[src/rtl/roadid_ctrl_pkg.sv]
// Shared definitions for the road-ID controller: fit-side FSM states and
// default sizing of the combination-count path and the best-road FIFO.
package roadid_ctrl_pkg;

  localparam int NCOMB_W_DEF    = 8;
  localparam int QDEPTH_DEF     = 16;
  localparam int BEST_DEPTH_DEF = 16;

  // Fit-side sequencing: wait for a queued road, load its count, run its fits.
  typedef enum logic [1:0] {
    ST_IDLE = 2'd0,
    ST_LOAD = 2'd1,
    ST_RUN  = 2'd2
  } fit_state_t;

endpackage

[src/rtl/roadid_ctrl_ncomb_queue.sv]
// Synchronous FIFO holding the combination count of every road whose ID sits
// in the road-ID input FIFO. The head is visible combinationally so the
// consumer can use it in the cycle it pops. Push and pop in the same cycle
// both take effect, also when full (the pop frees the slot being written).
module roadid_ncomb_queue #(
  parameter int W     = 8,
  parameter int DEPTH = 16
) (
  input  logic                   CLOCK,
  input  logic                   reset,
  input  logic                   push,
  input  logic [W-1:0]           push_data,
  input  logic                   pop,
  output logic [W-1:0]           head,
  output logic                   full,
  output logic                   empty,
  output logic [$clog2(DEPTH):0] count
);

  localparam int AW = $clog2(DEPTH);

  logic [W-1:0]  mem [DEPTH];
  logic [AW-1:0] wr_ptr;
  logic [AW-1:0] rd_ptr;
  logic [AW:0]   cnt;
  logic          do_push;
  logic          do_pop;

  assign empty   = (cnt == '0);
  assign full    = (cnt == (AW+1)'(DEPTH));
  assign do_pop  = pop && !empty;
  assign do_push = push && (!full || do_pop);
  assign head    = mem[rd_ptr];
  assign count   = cnt;

  // Storage array: written on every accepted push, never reset.
  always_ff @(posedge CLOCK) begin
    if (do_push) begin
      mem[wr_ptr] <= push_data;
    end
  end

  // Pointers wrap naturally at the power-of-two depth; occupancy tracks both sides.
  always_ff @(posedge CLOCK) begin
    if (reset) begin
      wr_ptr <= '0;
      rd_ptr <= '0;
      cnt    <= '0;
    end else begin
      if (do_push) wr_ptr <= wr_ptr + 1'b1;
      if (do_pop)  rd_ptr <= rd_ptr + 1'b1;
      case ({do_push, do_pop})
        2'b10:   cnt <= cnt + 1'b1;
        2'b01:   cnt <= cnt - 1'b1;
        default: cnt <= cnt;
      endcase
    end
  end

endmodule

[src/rtl/roadid_ctrl.sv]
// Road-ID controller. Accepts roads (ID into an external FIFO, combination
// count into a local queue), walks the fit results of each road's
// combinations, and pushes roads with at least one passing fit into the
// downstream best FIFO, whose occupancy it tracks and drains.
//
// Handshakes: a transfer happens on a rising CLOCK edge where valid and ready
// are both high; ready never depends on valid, and valid/data are held by the
// source until the transfer.
module roadid_ctrl
  import roadid_ctrl_pkg::*;
#(
  parameter int NCOMB_W    = NCOMB_W_DEF,
  parameter int QDEPTH     = QDEPTH_DEF,
  parameter int BEST_DEPTH = BEST_DEPTH_DEF
) (
  input  logic                          CLOCK,
  input  logic                          reset,
  input  logic                          road_valid,
  input  logic [NCOMB_W-1:0]            road_ncomb,
  output logic                          road_ready,
  input  logic                          fifo_roadid_afull,
  output logic                          CE,
  output logic                          roadid_we,
  input  logic                          fit_valid,
  input  logic                          fit_pass,
  output logic                          fit_ready,
  output logic                          last_comb,
  output logic                          best,
  input  logic                          out_ready,
  output logic                          roadid_re,
  output logic                          out_valid,
  output logic [$clog2(BEST_DEPTH):0]   best_count,
  output fit_state_t                    state_dbg
);

  localparam int BC_W = $clog2(BEST_DEPTH) + 1;
  localparam int QC_W = $clog2(QDEPTH) + 1;

  logic               accept;
  logic               we_q;
  logic [NCOMB_W-1:0] ncomb_q;

  logic               q_pop;
  logic               q_full;
  logic               q_empty;
  logic [NCOMB_W-1:0] q_head;
  logic [QC_W-1:0]    q_count;

  fit_state_t         state;
  logic [NCOMB_W-1:0] rem;
  logic               pass_q;
  logic               fit_acc;
  logic               fit_last;

  logic [BC_W-1:0]    bc;
  logic               out_valid_q;

  // A road accepted last cycle still has its count in flight to the queue, so
  // the last free slot is treated as taken while that push is pending.
  assign road_ready = !reset && !fifo_roadid_afull && !q_full &&
                      !(we_q && (q_count == QC_W'(QDEPTH - 1)));
  assign accept     = road_valid && road_ready;
  assign CE         = accept;
  assign roadid_we  = we_q;

  // Road ID is registered by CE; one cycle later it and its count are written.
  always_ff @(posedge CLOCK) begin
    if (reset) begin
      we_q    <= 1'b0;
      ncomb_q <= '0;
    end else begin
      we_q <= accept;
      if (accept) ncomb_q <= road_ncomb;
    end
  end

  roadid_ncomb_queue #(
    .W     (NCOMB_W),
    .DEPTH (QDEPTH)
  ) u_queue (
    .CLOCK     (CLOCK),
    .reset     (reset),
    .push      (we_q),
    .push_data (ncomb_q),
    .pop       (q_pop),
    .head      (q_head),
    .full      (q_full),
    .empty     (q_empty),
    .count     (q_count)
  );

  // Fits are only taken while the best FIFO has room for a possible push.
  assign fit_ready = !reset && (state == ST_RUN) && (bc < BC_W'(BEST_DEPTH));
  assign fit_acc   = fit_valid && fit_ready;
  assign fit_last  = fit_acc && (rem == NCOMB_W'(1));
  assign q_pop     = !reset && (state == ST_LOAD);
  // A road with zero combinations retires straight out of LOAD, never best.
  assign last_comb = (q_pop && (q_head == '0)) || fit_last;
  assign best      = fit_last && (pass_q || fit_pass);
  assign state_dbg = state;

  // Fit-side FSM: load a road's count, count down accepted fits, retire the road.
  always_ff @(posedge CLOCK) begin
    if (reset) begin
      state  <= ST_IDLE;
      rem    <= '0;
      pass_q <= 1'b0;
    end else begin
      case (state)
        ST_IDLE: begin
          if (!q_empty) state <= ST_LOAD;
        end
        ST_LOAD: begin
          rem    <= q_head;
          pass_q <= 1'b0;
          state  <= (q_head == '0) ? ST_IDLE : ST_RUN;
        end
        ST_RUN: begin
          if (fit_acc) begin
            rem    <= rem - 1'b1;
            pass_q <= pass_q || fit_pass;
            if (fit_last) state <= q_empty ? ST_IDLE : ST_LOAD;
          end
        end
        default: state <= ST_IDLE;
      endcase
    end
  end

  // Best FIFO is not first-word fall-through: data appears the cycle after the read.
  assign roadid_re  = !reset && (bc != '0) && out_ready;
  assign out_valid  = out_valid_q;
  assign best_count = bc;

  // Best FIFO occupancy: a simultaneous push and read cancel out.
  always_ff @(posedge CLOCK) begin
    if (reset) begin
      bc          <= '0;
      out_valid_q <= 1'b0;
    end else begin
      out_valid_q <= roadid_re;
      case ({best, roadid_re})
        2'b10:   bc <= bc + 1'b1;
        2'b01:   bc <= bc - 1'b1;
        default: bc <= bc;
      endcase
    end
  end

endmodule
[config.mk]
export PLATFORM = sky130hd
export DESIGN_NAME = roadid_ctrl
export DESIGN_NICKNAME = d
export VERILOG_FILES = /design/src/rtl/roadid_ctrl_pkg.sv /design/src/rtl/roadid_ctrl_ncomb_queue.sv /design/src/rtl/roadid_ctrl.sv
export SDC_FILE = /design/constraint.sdc
export NUM_CORES = 1
export LEC_CHECK = 0
export BUFFER_PORTS_ARGS = -buffer_cell sky130_fd_sc_hd__buf_2
export CORE_ASPECT_RATIO = 0.5
export CORE_MARGIN = 2
export CORE_UTILIZATION = 30
export DETAILED_ROUTE_END_ITERATION = 7
export HOLD_SLACK_MARGIN = 0.06
export SLEW_MARGIN = 10
export SYNTH_ARGS = -nofsm -noshare
export SYNTH_HDL_FRONTEND = slang
export SYNTH_SLANG_ARGS = --single-unit
[constraint.sdc]
create_clock -name CLOCK -period 4.65 [get_ports CLOCK]
set_clock_uncertainty 0.2 [all_clocks]
set_input_delay 0.6975 -clock CLOCK [delete_from_list [all_inputs] [get_ports CLOCK]]
set_output_delay 0.6975 -clock CLOCK [all_outputs]
set_load 0.01 [all_outputs]
==> results.py <==
metrics = {
    "clocking": {
        "path_clk_slew_ns": 0.08,
        "htreeDepth": 4,
        "cts-root-buf": "clkbuf_16",
        "postCtsSetupBuffers": 0,
        "cts_sinks": 171,
        "cts_hold_buf": 0,
        "cts_resized": 0,
        "clock_path_buffers": 2,
        "cts_tree": "built",
        "insertion_delay_ns": 0.44,
        "cts_buffers": 17,
    },
    "min_path": {
        "holdCritPathClass": "input port to flip-flop",
    },
    "pwr": {
        "pwr_density_cell_nw_per_um2": 393,
        "p_leak_nw": 2.80,
        "ir_drop_mv": 0.231,
    },
    "synth": {
        "ys_top_cells_by_area": "edfxtp_1, dfxtp_1, mux4_2",
        "synth_top_cell_by_area": "edfxtp_1",
        "synth_top_area_share_pct": 53.8,
        "synth_edf_count": 128,
        "syn_area_um2": 7140,
        "synth_commonest_cells": "edfxtp_1, nor2_1, dfxtp_1",
        "synth_area_per_cell_um2": 15.1,
        "async_reset_ff_share_pct": 0,
        "syn_nets": 504,
        "synth_flop_cell": "edfxtp_1",
        "yosysMostFrequentCell": "edfxtp_1",
        "syn_inst": 473,
        "ys_types": 50,
        "ys_warn_count": 0,
        "synth.ff_latch_count": 171,
        "seq_area_frac_synth_pct": 65.8,
    },
    "critical_path": {
        "rrSetupSlack_ns": 1.20,
        "critical-path-max-stage-delay_ns": 0.73,
        "criticalPathCategory": "flip-flop to output pin",
        "cpMaxStageDelayCell": "dfxtp_2",
        "crit_path_start_kind": "flip-flop",
        "reg2reg_to": "best_count[4]",
        "crit_chain": "buf_12 -> mux4_2 -> a22oi_1 -> nand2_1 -> nor4_1 -> nand2_1 -> o31ai_2 -> buf_2",
        "worstSetupEndpointType": "output pin",
        "r2r-start": "state_dbg[0]",
        "crit_family": "flip-flops",
        "critPathMaxFanout": 17,
        "cp.required_ns": 3.75,
        "reg2reg_depth": 12,
        "cp-endpoint": "last_comb",
        "cp.depth": 8,
        "cp.arrival_ns": 3.19,
        "cp.buffers_inverters": 2,
        "path_common_cell": "nand2_1",
    },
    "timing": {
        "whs_ns": 0.284,
        "finalCritPeriodShare_pct": 87.9,
        "worst_pin_slew_ns": 0.984,
        "finalSetupViolCount": 0,
        "report.final.slew_viol_count": 0,
        "tns_ns": 0,
        "rsz0062_at_grt": "false",
        "fin_ws_ns": 0.562,
        "final_hold_viol_count": 0,
        "slew_headroom_pct": 34.2,
        "fmax_mhz": 245,
        "period_needed_ns": 4.09,
    },
    "route": {
        "dr.pass1.iters": 4,
        "finalWirelength_um": 14700,
        "detail-route-antenna-nets": 0,
        "drt-wirelength-per-cell_um": 17.8,
        "viasPerCell": 4.86,
        "drc": 0,
        "via_count": 4028,
        "drt_iter0_drc": 290,
    },
    "floorplan": {
        "die_w_um": 222,
        "die_area_um2": 25100,
        "core_area_um2": 23100,
        "row_count": 39,
        "die_h_um": 113,
        "initial_core_util_pct": 31.0,
        "ios": 30,
    },
    "layout": {
        "drive_gt1_share_pct": 20.7,
        "flow.area_growth_from_synthesis_pct": 15.1,
        "diodes": 0,
        "fillers": 2161,
        "nets": 539,
        "utilization_pct": 35.6,
        "finalInstanceArea_um2": 8230,
    },
    "global_routing": {
        "overflow": 0,
        "grt_pass1_wl_um": 23100,
        "grt_pass1_vias": 4055,
        "antenna_found_initial": 0,
        "grt_usage_pct": 12.4,
        "grt_max_degree": 46,
    },
    "placement": {
        "pre_cts_ws_ns": 0.983,
        "dp_hpwl_um": 9760,
        "gp_congestion": 0.758,
        "place_area_um2": 7600,
        "io_buffers": 29,
    },
    "job": {
        "maxCapViolations": 0,
    },
    "status": {
        "status": "complete, no violations",
    },
}
==> worst reg2reg max path, stage by stage, from the launching register on <==
cell	delay (ns)
dfxtp_1	0.37
nand2b_1	0.16
buf_4	0.21
nor3_1	0.25
nand4_1	0.24
or2_2	0.37
ha_1	0.29
fa_1	0.43
a21o_1	0.17
a21oi_1	0.16
xor2_1	0.09
or3_1	0.31
a21oi_1	0.14
==> registers in the layout, indices dropped and copies added (netlist names), 2 cells and up, named ones only <==
| register | cells |
|---|---|
| u_queue.mem | 128 |
| ncomb_q | 8 |
| rem | 8 |
| best_count | 5 |
| u_queue.count | 5 |
| u_queue.rd_ptr | 4 |
| u_queue.wr_ptr | 4 |
| state_dbg | 2 |
==> cell families (layout without fill, tap and decap cells) <==
group / count (synthesis) / count (layout) / share of synthesized area (%)
compound gates: 62 / 62 / 5.85
simple gates: 129 / 129 / 8.55
flops: 171 / 171 / 65.8
buf+inv: 35 / 83 / 2.80
fa+ha+maj: 16 / 16 / 3.01
xor+xnor: 12 / 12 / 1.47
mux: 48 / 48 / 12.5
==> power by group <==
part | internal (mW) | switching [mW]
logic | 0.0522 | 0.0721
clock network | 0.757 | 0.678
registers | 1.64 | 0.0260
total | 2.45 | 0.777
==> area by class of cell <==
class,count,area [um^2],area share [%]
multi-input cells,267,2240,27.2
clock inverters,14,171,2.08
well taps,307,384,4.67
inverters,13,48.8,0.593
repair buffers,38,225,2.74
flip-flops and latches,171,4710,57.2
clock buffers,18,450,5.48
==> layout by cell type (no fill, tap or decap), types with 2 or more instances in the layout <==
master	n
edfxtp_1	128
inv_1	13
mux4_2	30
or2_2	2
fa_1	2
a22oi_1	18
nor3_1	13
mux2i_1	14
clkbuf_16	18
inv_6	2
or3_1	2
mux4_1	2
xor2_1	6
xnor2_1	6
clkinv_4	2
nand4_1	3
inv_8	3
nand2b_1	9
or4_1	2
nand3_1	4
nor2_1	55
a211oi_1	3
ha_1	14
buf_4	8
a2bb2oi_1	2
a21o_1	6
nor3b_1	4
dfxtp_1	42
mux2_2	2
nor2b_1	5
buf_2	29
o21ai_0	11
nand2_1	22
nor4_1	4
a21oi_1	14
clkinv_8	6
==> worst min-delay path by stage <==
stage	cells after the start	end	from	slack (ns)
CTS	3	ncomb_q[7]	road_ncomb[7]	0.27
finish	3	ncomb_q[7]	road_ncomb[7]	0.28
global placement	2	pass_q	pass_q	0.27
floorplan	2	rem[3]	rem[3]	0.26
detailed placement	2	u_queue.rd_ptr[3]	u_queue.rd_ptr[3]	0.28
global route	3	ncomb_q[7]	road_ncomb[7]	0.28
==> metrics by stage <==
stage | total power, mW | instances
2_1_floorplan | 1.79 | 473
3_5_place_dp | 1.83 | 796
6_report | 3.23 | 828
3_3_place_gp | 1.83 | 796
4_1_cts | 3.26 | 828
5_1_grt | 3.34 | 828
==> metal layers <==
layer | vias to the layer above | GRT usage (%) | routed length (um)
met5 | - | 0 | 0
met4 | 0 | 4.37 | 241
met3 | 18 | 3.66 | 549
met2 | 83 | 19.7 | 6870
met1 | 2059 | 16.1 | 7050
li1 | 1868 | - | -
Power figures use the tool's default switching activity.
